## src/rtl/sweep_pkg.sv

```systemverilog
// ============================================================================
// sweep_pkg : shared state encoding and default widths for the sweep controller
// Rev 1.0
// ============================================================================
`default_nettype none

package sweep_pkg;

  localparam int COUNTER_WIDTH_DEF = 8;
  localparam int DIV_WIDTH_DEF     = 16;

  typedef enum logic [2:0] {
    ST_IDLE  = 3'd0,
    ST_CLEAR = 3'd1,
    ST_RUN   = 3'd2,
    ST_PAUSE = 3'd3,
    ST_DONE  = 3'd4
  } sweep_state_e;

endpackage

`default_nettype wire

```

## src/rtl/sweep_prescaler.sv

```systemverilog
// ============================================================================
// sweep_prescaler : step-rate divider, one tick every (div + 1) running cycles
// Rev 1.0
// ============================================================================
`default_nettype none

module sweep_prescaler
  import sweep_pkg::*;
#(
  parameter int DIV_WIDTH = DIV_WIDTH_DEF
) (
  input  logic                 clk,
  input  logic                 rst,
  input  logic                 run,
  input  logic                 clr,
  input  logic [DIV_WIDTH-1:0] div,
  output logic                 tick
);

  logic [DIV_WIDTH-1:0] cnt_q;
  logic [DIV_WIDTH-1:0] cnt_d;
  logic                 at_end;

  assign at_end = (cnt_q == div);

  // Clear wins over run so the first running cycle always starts from zero.
  assign tick = run && !clr && at_end;

  always_comb begin
    cnt_d = cnt_q;
    if (clr) begin
      cnt_d = '0;
    end else if (run) begin
      if (at_end) begin
        cnt_d = '0;
      end else begin
        cnt_d = cnt_q + DIV_WIDTH'(1);
      end
    end
  end

  always_ff @(posedge clk) begin
    if (rst) begin
      cnt_q <= '0;
    end else begin
      cnt_q <= cnt_d;
    end
  end

endmodule

`default_nettype wire

```

## src/rtl/sweep_ctrl.sv

```systemverilog
// ============================================================================
// sweep_ctrl : run controller for a bouncing shift register sweep
// Rev 1.0
// ============================================================================
`default_nettype none

module sweep_ctrl
  import sweep_pkg::*;
#(
  parameter int COUNTER_WIDTH = COUNTER_WIDTH_DEF,
  parameter int DIV_WIDTH     = DIV_WIDTH_DEF
) (
  input  logic                     clk,
  input  logic                     rst,
  input  logic                     start,
  input  logic                     stop,
  input  logic                     pause,
  input  logic [DIV_WIDTH-1:0]     div_val,
  input  logic [COUNTER_WIDTH-1:0] n_sweeps,
  input  logic                     tc_in,
  output logic                     shift_ena,
  output logic                     shreg_rstna,
  output logic                     busy,
  output logic                     done,
  output logic                     aborted,
  output logic [COUNTER_WIDTH-1:0] sweep_cnt
);

  sweep_state_e             state_q,     state_d;
  logic [DIV_WIDTH-1:0]     div_q,       div_d;
  logic [COUNTER_WIDTH-1:0] target_q,    target_d;
  logic [COUNTER_WIDTH-1:0] cnt_q,       cnt_d;
  logic                     shift_ena_q, shift_ena_d;
  logic                     aborted_q,   aborted_d;

  logic [COUNTER_WIDTH-1:0] cnt_inc;
  logic                     active;
  logic                     reached;
  logic                     presc_tick;

  assign cnt_inc = cnt_q + COUNTER_WIDTH'(1);
  assign active  = (state_q == ST_RUN) || (state_q == ST_PAUSE);
  assign reached = tc_in && (target_q != '0) && (cnt_inc == target_q);

  // The divider advances on every cycle that ends in RUN, including resume.
  sweep_prescaler #(
    .DIV_WIDTH (DIV_WIDTH)
  ) u_prescaler (
    .clk  (clk),
    .rst  (rst),
    .run  (state_d == ST_RUN),
    .clr  (state_q == ST_CLEAR),
    .div  (div_q),
    .tick (presc_tick)
  );

  always_comb begin
    state_d   = state_q;
    div_d     = div_q;
    target_d  = target_q;
    cnt_d     = cnt_q;
    aborted_d = 1'b0;

    case (state_q)
      ST_IDLE: begin
        if (start) begin
          state_d  = ST_CLEAR;
          div_d    = div_val;
          target_d = n_sweeps;
          cnt_d    = '0;
        end
      end
      ST_CLEAR: begin
        state_d = ST_RUN;
      end
      ST_RUN, ST_PAUSE: begin
        if (tc_in) begin
          cnt_d = cnt_inc;
        end
        // Abort outranks completion, which outranks pause handling.
        if (stop) begin
          state_d   = ST_DONE;
          aborted_d = 1'b1;
        end else if (reached) begin
          state_d = ST_DONE;
        end else if ((state_q == ST_RUN) && pause) begin
          state_d = ST_PAUSE;
        end else if ((state_q == ST_PAUSE) && !pause) begin
          state_d = ST_RUN;
        end
      end
      ST_DONE: begin
        state_d = ST_IDLE;
      end
      default: begin
        state_d = ST_IDLE;
      end
    endcase

    shift_ena_d = presc_tick && (state_d == ST_RUN);
  end

  always_ff @(posedge clk) begin
    if (rst) begin
      state_q     <= ST_IDLE;
      div_q       <= '0;
      target_q    <= '0;
      cnt_q       <= '0;
      shift_ena_q <= 1'b0;
      aborted_q   <= 1'b0;
    end else begin
      state_q     <= state_d;
      div_q       <= div_d;
      target_q    <= target_d;
      cnt_q       <= cnt_d;
      shift_ena_q <= shift_ena_d;
      aborted_q   <= aborted_d;
    end
  end

  assign shift_ena   = shift_ena_q;
  assign shreg_rstna = (state_q != ST_CLEAR);
  assign busy        = active;
  assign done        = (state_q == ST_DONE);
  assign aborted     = aborted_q;
  assign sweep_cnt   = cnt_q;

endmodule

`default_nettype wire

```

## config.mk

```make
export PLATFORM = sky130hd
export DESIGN_NAME = sweep_ctrl
export DESIGN_NICKNAME = d
export VERILOG_FILES = /design/src/rtl/sweep_pkg.sv /design/src/rtl/sweep_prescaler.sv /design/src/rtl/sweep_ctrl.sv
export SDC_FILE = /design/constraint.sdc
export NUM_CORES = 1
export LEC_CHECK = 0
export CAP_MARGIN = 20
export CORE_MARGIN = 2
export CORE_UTILIZATION = 50
export DETAILED_ROUTE_END_ITERATION = 7
export PLACE_DENSITY = 0.75
export SYNTH_ARGS = -nofsm -noshare
export SYNTH_HDL_FRONTEND = slang
export SYNTH_SLANG_ARGS = --single-unit
```

## constraint.sdc

```tcl
create_clock -name clk -period 2.9 [get_ports clk]
set_input_delay 0.58 -clock clk [delete_from_list [all_inputs] [get_ports clk]]
set_output_delay 0.58 -clock clk [all_outputs]
set_load 0.03 [all_outputs]
```

==> flow_summary.toml <==
[route]
firstDrtPassIters = 4
drt-vias-per-instance = 5.62
drt-initial-drc-count = 167
post_drt_wl_per_cell_um = 14.0
drc = 0
totalWireLength_um = 6530
dr_total_vias = 2615
final_antenna_net_count = 0

[die]
io_pins = 43
die_h_um = 79.7
core.rowCount = 27
core_mm2 = 0.00551
dieArea_mm2 = 0.00635
die_w_um = 79.7
initial_core_util_pct = 52.0

[yosys]
yosys.area_share.simple_pct = 27.2
netlist_instances = 349
synth-seq-cells = 53
syn_nets = 381
yosysTopAreaCellShare_pct = 37.1
ys_seq_area_share_pct = 37.1
synth_compound_area_share_pct = 16.1
avgSynthCellArea_um2 = 8.20
synthXorXnorAreaFrac_pct = 7.91
yosys-top-cells-area = "dfxtp_1 (37%), nand2_1 (7.9%), a21oi_1 (6.3%)"
ys_types = 49
synth_top_flop_cell = "dfxtp_1"
synth_top_family_by_area = "simple AND/OR/NAND/NOR gates"
yosys_warnings = 0
async_flop_share_pct = 0
netlist_area_mm2 = 0.00286
synth_adder_area_share_pct = 0.874
yosysTopAreaCell = "dfxtp_1"
synth.area.mux_share_pct = 5.59
synth-edff-count = 0

[clocking]
clockBufferDepth = 2
insertion_delay_ps = 310
numCtsBuffers = 5
htreeDepth = 2
cts_tree = "built"
clock-sinks = 53
cts_hold_buf = 0
path_clk_slew_ps = 100
cts_root_buffer = "clkbuf_8"

[power]
power.leakage_uw = 0.00133
cellPowerDensity_mw_per_mm2 = 440
vdd_drop_max_mv = 0.288
total_power_uw = 1540

[timing]
rsz0062_at_grt = "false"
fin_crit_ps = 2750
finClkSkew_ps = 8.20
slew-limit-headroom_pct = 50.9
max_freq_ghz = 0.363
fin_crit_sh_pct = 94.9
timing.final.ws_setup_ps = 147
drv_slew = 0
holdWs_ps = 472
finalSetupViolCount = 0
tightest_slew_ps = 717
hold_violations = 0

[critical_path]
critPathLaunchType = "flop"
path_max_fanout = 7
r2r-start = "sweep_cnt[0]$_SDFFE_PP0P_"
end_kind = "flop"
cp-startpoint = "sweep_cnt[0]$_SDFFE_PP0P_"
arrival_ps = 2960
crit_type = "flop to flop"
critPathRequiredTime_ps = 3110

[layout]
regArea_mm2 = 0.00106
final_common_cell = "nand2_1"
syn2layout_area_growth_pct = 22.4
fillers = 484
stdcell_count = 465
drive_gt1_share_pct = 10.9
multiInputGateArea_mm2 = 0.00166
diodes = 0
layout.nets = 424
layout_common_cells = "nand2_1 (60), dfxtp_1 (53), clkdlybuf4s50_1 (42)"

[global_routing]
grt_max_degree = 38
met2_usage_pct = 35.2
grt_pass1_wl_um = 11200
gr-total-overflow = 0
track_usage_pct = 22.3
busiest_layer = "met2"
use_met3_pct = 5.09
grtUsageMet1_pct = 30.0
grt_pass1_vias = 2425
antenna_found_initial = 0

[placed_design]
dp_slack_ps = -219
io_buffers = 42
hpwl_um = 4620
place_inst = 456
place_congestion = 0.940

[status]
status = "complete, no violations"

[flow_run]
maxCapViolations = 0

[hold_path]
min_path_type = "flop to flop"
hold_start = "div_q[12]$_SDFFE_PP0P_"
[layer usage]
metal  share of wire [%]  up-vias
met5                   0        -
li1                    -     1313
met4                 1.6        0
met1                  47     1218
met3                 6.6        8
met2                  45       76
[timing repair]
item | CTS | global route
endpoints found under the setup margin | 4 | 16
gates resized for setup | 0 | 1
endpoints found under the hold margin | 0 | 0
pin swaps | 1 | 0
buffers inserted | 1 | 0
[per-stage QoR]
stage	util, %	area [um^2]	TNS (ps)
after floorplan	-	2860	0
after global placement	61.3	3380	-2170
after detailed placement	61.3	3380	-2580
after CTS	63.6	3500	0
after global routing	63.6	3500	0
final	63.6	3500	0
[kinds of logic (layout without fill, tap and decap cells)]
kind of cell / count (synthesis) / after routing
xor gates and xnor gates: 25 / 25
buffers and inverters: 27 / 71
muxes: 16 / 16
and+or+nand+nor: 157 / 157
DFF: 53 / 53
adders and majority gates: 2 / 2
AOI/OAI and AO/OA: 69 / 69
[power breakdown]
| group | internal (uW) | leakage, uW | total (uW) | switching (uW) |
|---|---|---|---|---|
| logic | 111 | 0.000849 | 243 | 132 |
| registers | 756 | 0.000431 | 782 | 25.8 |
| clock network | 259 | 0.0000543 | 516 | 257 |
| total | 1130 | 0.00133 | 1540 | 415 |
[Yosys cell counts, drive strengths merged (2+ instances only)]
cell type	instances
a2111oi	2
nor3	9
o211ai	2
dfxtp	53
nor2	17
o21ai	8
and3	5
nand3b	14
nand4	5
or3	2
inv	4
clkbuf	12
buf	10
and2	2
o211a	2
ha	2
a22oi	2
nand3	25
mux2i	16
nand2	61
xnor2	5
nor4	6
or4	2
xor2	20
nor3b	2
nand2b	4
a21oi	45
[flip-flops by register name, indices dropped and copies added, names as in the netlist]
| register | cells |
|---|---|
| aborted | 1 |
| target_q | 8 |
| u_prescaler.cnt_q | 16 |
| state_q | 3 |
| sweep_cnt | 8 |
| div_q | 16 |
| shift_ena | 1 |
[critical path, stage by stage, from the launching register on]
cell	delay, ps
dfxtp_1	330
ha_1	320
xnor2_1	180
o2111ai_1	120
or4_1	440
or4_4	610
o21ai_4	260
buf_4	180
a21oi_1	80
mux2i_1	120
[final timing paths]
kind | to | slack [ps] | cells after the start
max | u_prescaler.cnt_q[3]$_SDFFE_PP0N_ | 150 | 9
min | div_q[12]$_SDFFE_PP0P_ | 470 | 2
max reg2reg | u_prescaler.cnt_q[3]$_SDFFE_PP0N_ | 150 | 9
min reg2reg | div_q[12]$_SDFFE_PP0P_ | 470 | 2
[cell type report]
class / instances / area share (%)
well taps: 72 / 2.57
repair buffers: 59 / 16.0
multi-input cells: 269 / 47.4
clock inverters: 3 / 1.32
inverters: 4 / 0.429
flip-flops and latches: 53 / 30.3
clock buffers: 5 / 1.96
Note: power is estimated with default switching activity, not from simulation.
==> variant 1, RTL diff (config.mk and constraints unchanged) <==
Make the reset (`rst`) asynchronous in 2 clocked blocks.
--- a/src/rtl/sweep_prescaler.sv
+++ b/src/rtl/sweep_prescaler.sv
@@ -41,3 +41,3 @@
 
-  always_ff @(posedge clk) begin
+  always_ff @(posedge clk or posedge rst) begin
     if (rst) begin
--- a/src/rtl/sweep_ctrl.sv
+++ b/src/rtl/sweep_ctrl.sv
@@ -102,3 +102,3 @@
 
-  always_ff @(posedge clk) begin
+  always_ff @(posedge clk or posedge rst) begin
     if (rst) begin
Behaviour: differs if rst is asserted again (counterexample within 4 cycles, from zero or initial values and one cycle with rst high); with rst held inactive, the same outputs for 10 cycles.
==> variant 1 against the original RTL <==
  * Setup slack improved by 320 ps
  * Sequential cell count unchanged
  * Critical path depth down 1
  * Count of clock-buffer cells in the layout increased by 2
  * Cell area down 0.57%
  * Highest routed layer unchanged
  * Routed wire length is 12% lower
  * Non-clock buffer count is 14 lower
  * Synthesized area up 1.4%
  * Critical endpoint is now u_prescaler.cnt_q[5]
Power is not compared: it rests on default switching activity, and its combinational part moved more than twofold at a synthesized area within 25%.
==> variant 1: results (changes against the original RTL) <==
[global_routing]
grt_util_met2=0.309  ; -0.0429
met1_usage=0.260  ; -0.0402
grt_pass1_wl_um=9530  ; -15%
grt_util_met3=0.0449  ; -0.00596
groute.usage.overall=0.191  ; -0.0328
grt_max_degree=54  ; +42%

[setup_path]
cpMaxStageDelayCell=a21oi_2
arrival_ps=2670  ; -290 ps
rr_startpoint=sweep_cnt[0]
cp_max_fo=17  ; +10
critPathTopFamily=compound AO/OA/AOI/OAI gates

[logic_synthesis]
synthTopCellsByCount=dfrtp_1, o21ai_0, mux2_2
synthTopCellsByArea=dfrtp_1, mux2_2, xor2_1
syn_inst=289  ; -17%
yosys.cell_types.count=44  ; -10%
synthFlopType=dfrtp_1
syn-num-nets=321  ; -16%
async_flop_share=1.00  ; +1.00
yosysWarnings=0  ; unchanged
yosysSeqAreaShare=0.457  ; +0.0863

[place]
pre_cts_slack_ps=529  ; +748 ps
dpl_cell_area_mm2=0.00340  ; +0.59%
place.gp.congestion=0.834  ; -11%
hpwl_um=4250  ; -8.1%

[layout]
nets=363  ; -14%
seq_share=0.381  ; +0.0779
multi_input_area_share=0.416  ; -0.0580
clkCellAreaFrac=0.0248  ; -0.00807
clockBufferCount=7  ; +2
num-fill-cells=471  ; -2.7%
n_all_buffers=45  ; -24%
nMultiInputCombCells=206  ; -23%
buffer_area_frac=0.131  ; -0.0293
final_cell_count_no_fill=403  ; -13%
num_antenna_cells=0  ; unchanged

[timing]
skew_ps=9.49  ; +1.29 ps
tightest_slew_ps=695  ; -22.6 ps

[clock_tree]
cts_setup_buffers=0  ; -1

[drt]
drtIter0Drc=107  ; -36%
route.met2.wl_um=2690  ; -8.5%
vias=2184  ; -16%
routed_wl_um=5740  ; -12%
m1WireLength_um=2730  ; -11%
met3WireLength_um=248  ; -42%

[min_path]
hp-start=div_q[10]

[status]
outcome=finished clean

variant 1: path summary, 6_finish.rpt:
path                       slack [ps]  cells past startpoint                    to
max                               460                      8  u_prescaler.cnt_q[5]
min                               530                      1             div_q[10]
max reg2reg                       460                      8  u_prescaler.cnt_q[5]
min reg2reg                       530                      1             div_q[10]
max in group asynchronous        2030                      3          sweep_cnt[3]
min in group asynchronous         630                      3              div_q[2]
variant 1: power by group:
part / internal, mW / switching [mW] / total [mW] / leakage, nW
Combinational: 0.494 / 0.478 / 0.972 / 0.742
Clock: 0.190 / 0.230 / 0.420 / 0.0443
Sequential: 0.956 / 0.203 / 1.16 / 0.681
variant 1: kinds of logic after synthesis:
kind of cell | after synthesis | synth area share
flops | 53 | 0.457
fa+ha+maj | 2 | 0.00862
simple gates | 98 | 0.179
buf+inv | 30 | 0.0466
compound gates | 54 | 0.128
mux | 24 | 0.0931
xor+xnor | 28 | 0.0871
==> variant 2, RTL diff (same settings) <==
Without the edit above. The package constant `DIV_WIDTH_DEF` goes from 16 to 12.
--- a/src/rtl/sweep_pkg.sv
+++ b/src/rtl/sweep_pkg.sv
@@ -9,3 +9,3 @@
   localparam int COUNTER_WIDTH_DEF = 8;
-  localparam int DIV_WIDTH_DEF     = 16;
+  localparam int DIV_WIDTH_DEF     = 12;
 
Ports: changed (resized div_val); port bits go from 43 to 39. The function was not compared with the original's and may differ.
==> variant 2 against the original RTL <==
  * Routed wire length shrank 16%
  * Global-route usage grew 0.37 points
  * Total power shrank 20%
  * Setup slack gained 100 ps
  * Sequential share of layout area grew 1.2 points
  * Synthesized cell count shrank 16%
  * Combinational power shrank 21%
  * First-iteration DRC count grew 34%
  * Synthesized area shrank 18%
  * Sequential cell count shrank 8
  * Cell area shrank 18%
  * Highest routed layer unchanged
==> variant 2: results (changes against the original RTL) <==
[logic_synthesis]
async_flop_share=0  ; unchanged
yosysWarnings=0  ; unchanged
syn-num-nets=322  ; -15%
synthFlopType=dfxtp_1
yosys.cell_types.count=44  ; -10%
synthTopCellsByArea=dfxtp_1, a21oi_1, nand2_1
synthTopCellsByCount=nand2_1, dfxtp_1, a21oi_1
yosysSeqAreaShare=0.384  ; +0.0138

[layout]
area_growth_pct=22.1
num-fill-cells=403  ; -17%
num_antenna_cells=0  ; unchanged
nets=359  ; -15%
layout-drive-gt1-share=0.0663  ; -0.0431
largestRegisters=div_q x12, u_prescaler.cnt_q x12

[drt]
avgViaCountPerCell=5.91  ; +5.1%
drtIter0Drc=224  ; +34%
drtPass1Iterations=5  ; +1
wl_per_cell_um=14.4  ; +2.3%

[clock_tree]
cts_buffers=5  ; unchanged
cts_root_buf=clkbuf_8
clk_latency_ps=300
clockBufferDepth=2  ; unchanged
htree_levels=2  ; unchanged
path_clk_slew_ps=80  ; -20 ps
cts_setup_buffers=0  ; -1

[setup_path]
cp-end-kind=register
r2r-end=u_prescaler.cnt_q[5]
cp_max_fo=19  ; +12
rr_startpoint=sweep_cnt[0]
r2r_slack_ps=250  ; +100 ps

[place]
place.gp.congestion=0.915  ; -2.6%
hpwl_um=4050  ; -12%
dpl_cell_area_mm2=0.00277  ; -18%
port_buffers=38  ; -9.5%

[global_routing]
met1_usage=0.332  ; +0.0317
grt_pass1_wl_um=9480  ; -15%
groute.usage.overall=0.227  ; +0.00375
grt_pass1_vias=2032  ; -16%
grt_util_met3=0.0444  ; -0.00646
grt_max_degree=34  ; -11%
grt_util_met2=0.337  ; -0.0147

[pwr]
ir_worst_vdd_v=0.000311  ; +7.8%
p_leak_nw=0.972  ; -27%

[timing]
skew_ps=5.80  ; -2.40 ps
slew_headroom=0.628  ; +0.119

[min_path]
hp-class=register to register

[status]
outcome=finished clean

## variant 2: per-layer routing
layer,wire [um],part of all wire
met5,0,0
met4,52,0.0094
met3,279,0.051
met2,2470,0.45
met1,2720,0.49
## variant 2: power by group
part | switching [mW] | leakage, nW | internal (mW)
Clock | 0.208 | 0.0385 | 0.171
Combinational | 0.105 | 0.568 | 0.0863
Sequential | 0.0254 | 0.366 | 0.642
Total | 0.338 | 0.972 | 0.899
## variant 2: layout make-up
cell class / instances / share of cell area
multi-input combinational: 229 / 0.476
sequential: 45 / 0.315
timing repair buffer: 44 / 0.149
clock buffer: 7 / 0.0267
tap: 52 / 0.0227
inverter: 6 / 0.00787
clock inverter: 1 / 0.00262
## variant 2: worst min path at each step
| stage | start | endpoint | slack [ps] | cells past startpoint |
|---|---|---|---|---|
| finish | div_q[10] | div_q[10] | 470 | 2 |
| global route | div_q[8] | div_q[8] | 490 | 2 |
| CTS | div_q[1] | div_q[1] | 480 | 2 |
| detailed placement | div_q[1] | div_q[1] | 460 | 2 |
| global placement | div_q[4] | div_q[4] | 460 | 2 |
| floorplan | div_q[10] | div_q[10] | 450 | 2 |
## variant 2: cells by family (layout without fill, tap and decap cells)
kind of cell / count (synthesis) / in the layout / synth area share
xor+xnor: 18 / 18 / 0.0673
compound gates: 79 / 79 / 0.208
flops: 45 / 45 / 0.384
fa+ha+maj: 2 / 2 / 0.0107
mux: 1 / 1 / 0.00427
simple gates: 129 / 129 / 0.285
buf+inv: 20 / 58 / 0.0400
## variant 2: repair_timing
action / in CTS / in global routing
hold buffers: 0 / 0
resized for setup: 0 / 2
endpoints found under the setup margin: 0 / 12
endpoints found under the hold margin: 0 / 0
## variant 2: per-stage QoR
stage / power, mW / setup slack [ps] / hold slack (ps) / cells / setup TNS [ps]
after floorplan: 0.796 / 321 / 448 / 294 / 0
after global placement: 0.868 / 306 / 457 / 376 / 0
after detailed placement: 0.872 / 219 / 464 / 376 / 0
after CTS: 1.25 / 189 / 476 / 384 / 0
after global routing: 1.30 / -15.5 / 495 / 384 / -30.3
final: 1.24 / 249 / 472 / 384 / 0
## variant 2: worst max-delay path, stage by stage, from the launching register on
cell and delay (ps):
dfxtp_1 460, ha_1 270, nand3_1 220, o21a_1 280
or4_1 500, a21oi_1 180, and4_1 210, buf_4 210
or4_1 140, a21oi_1 60
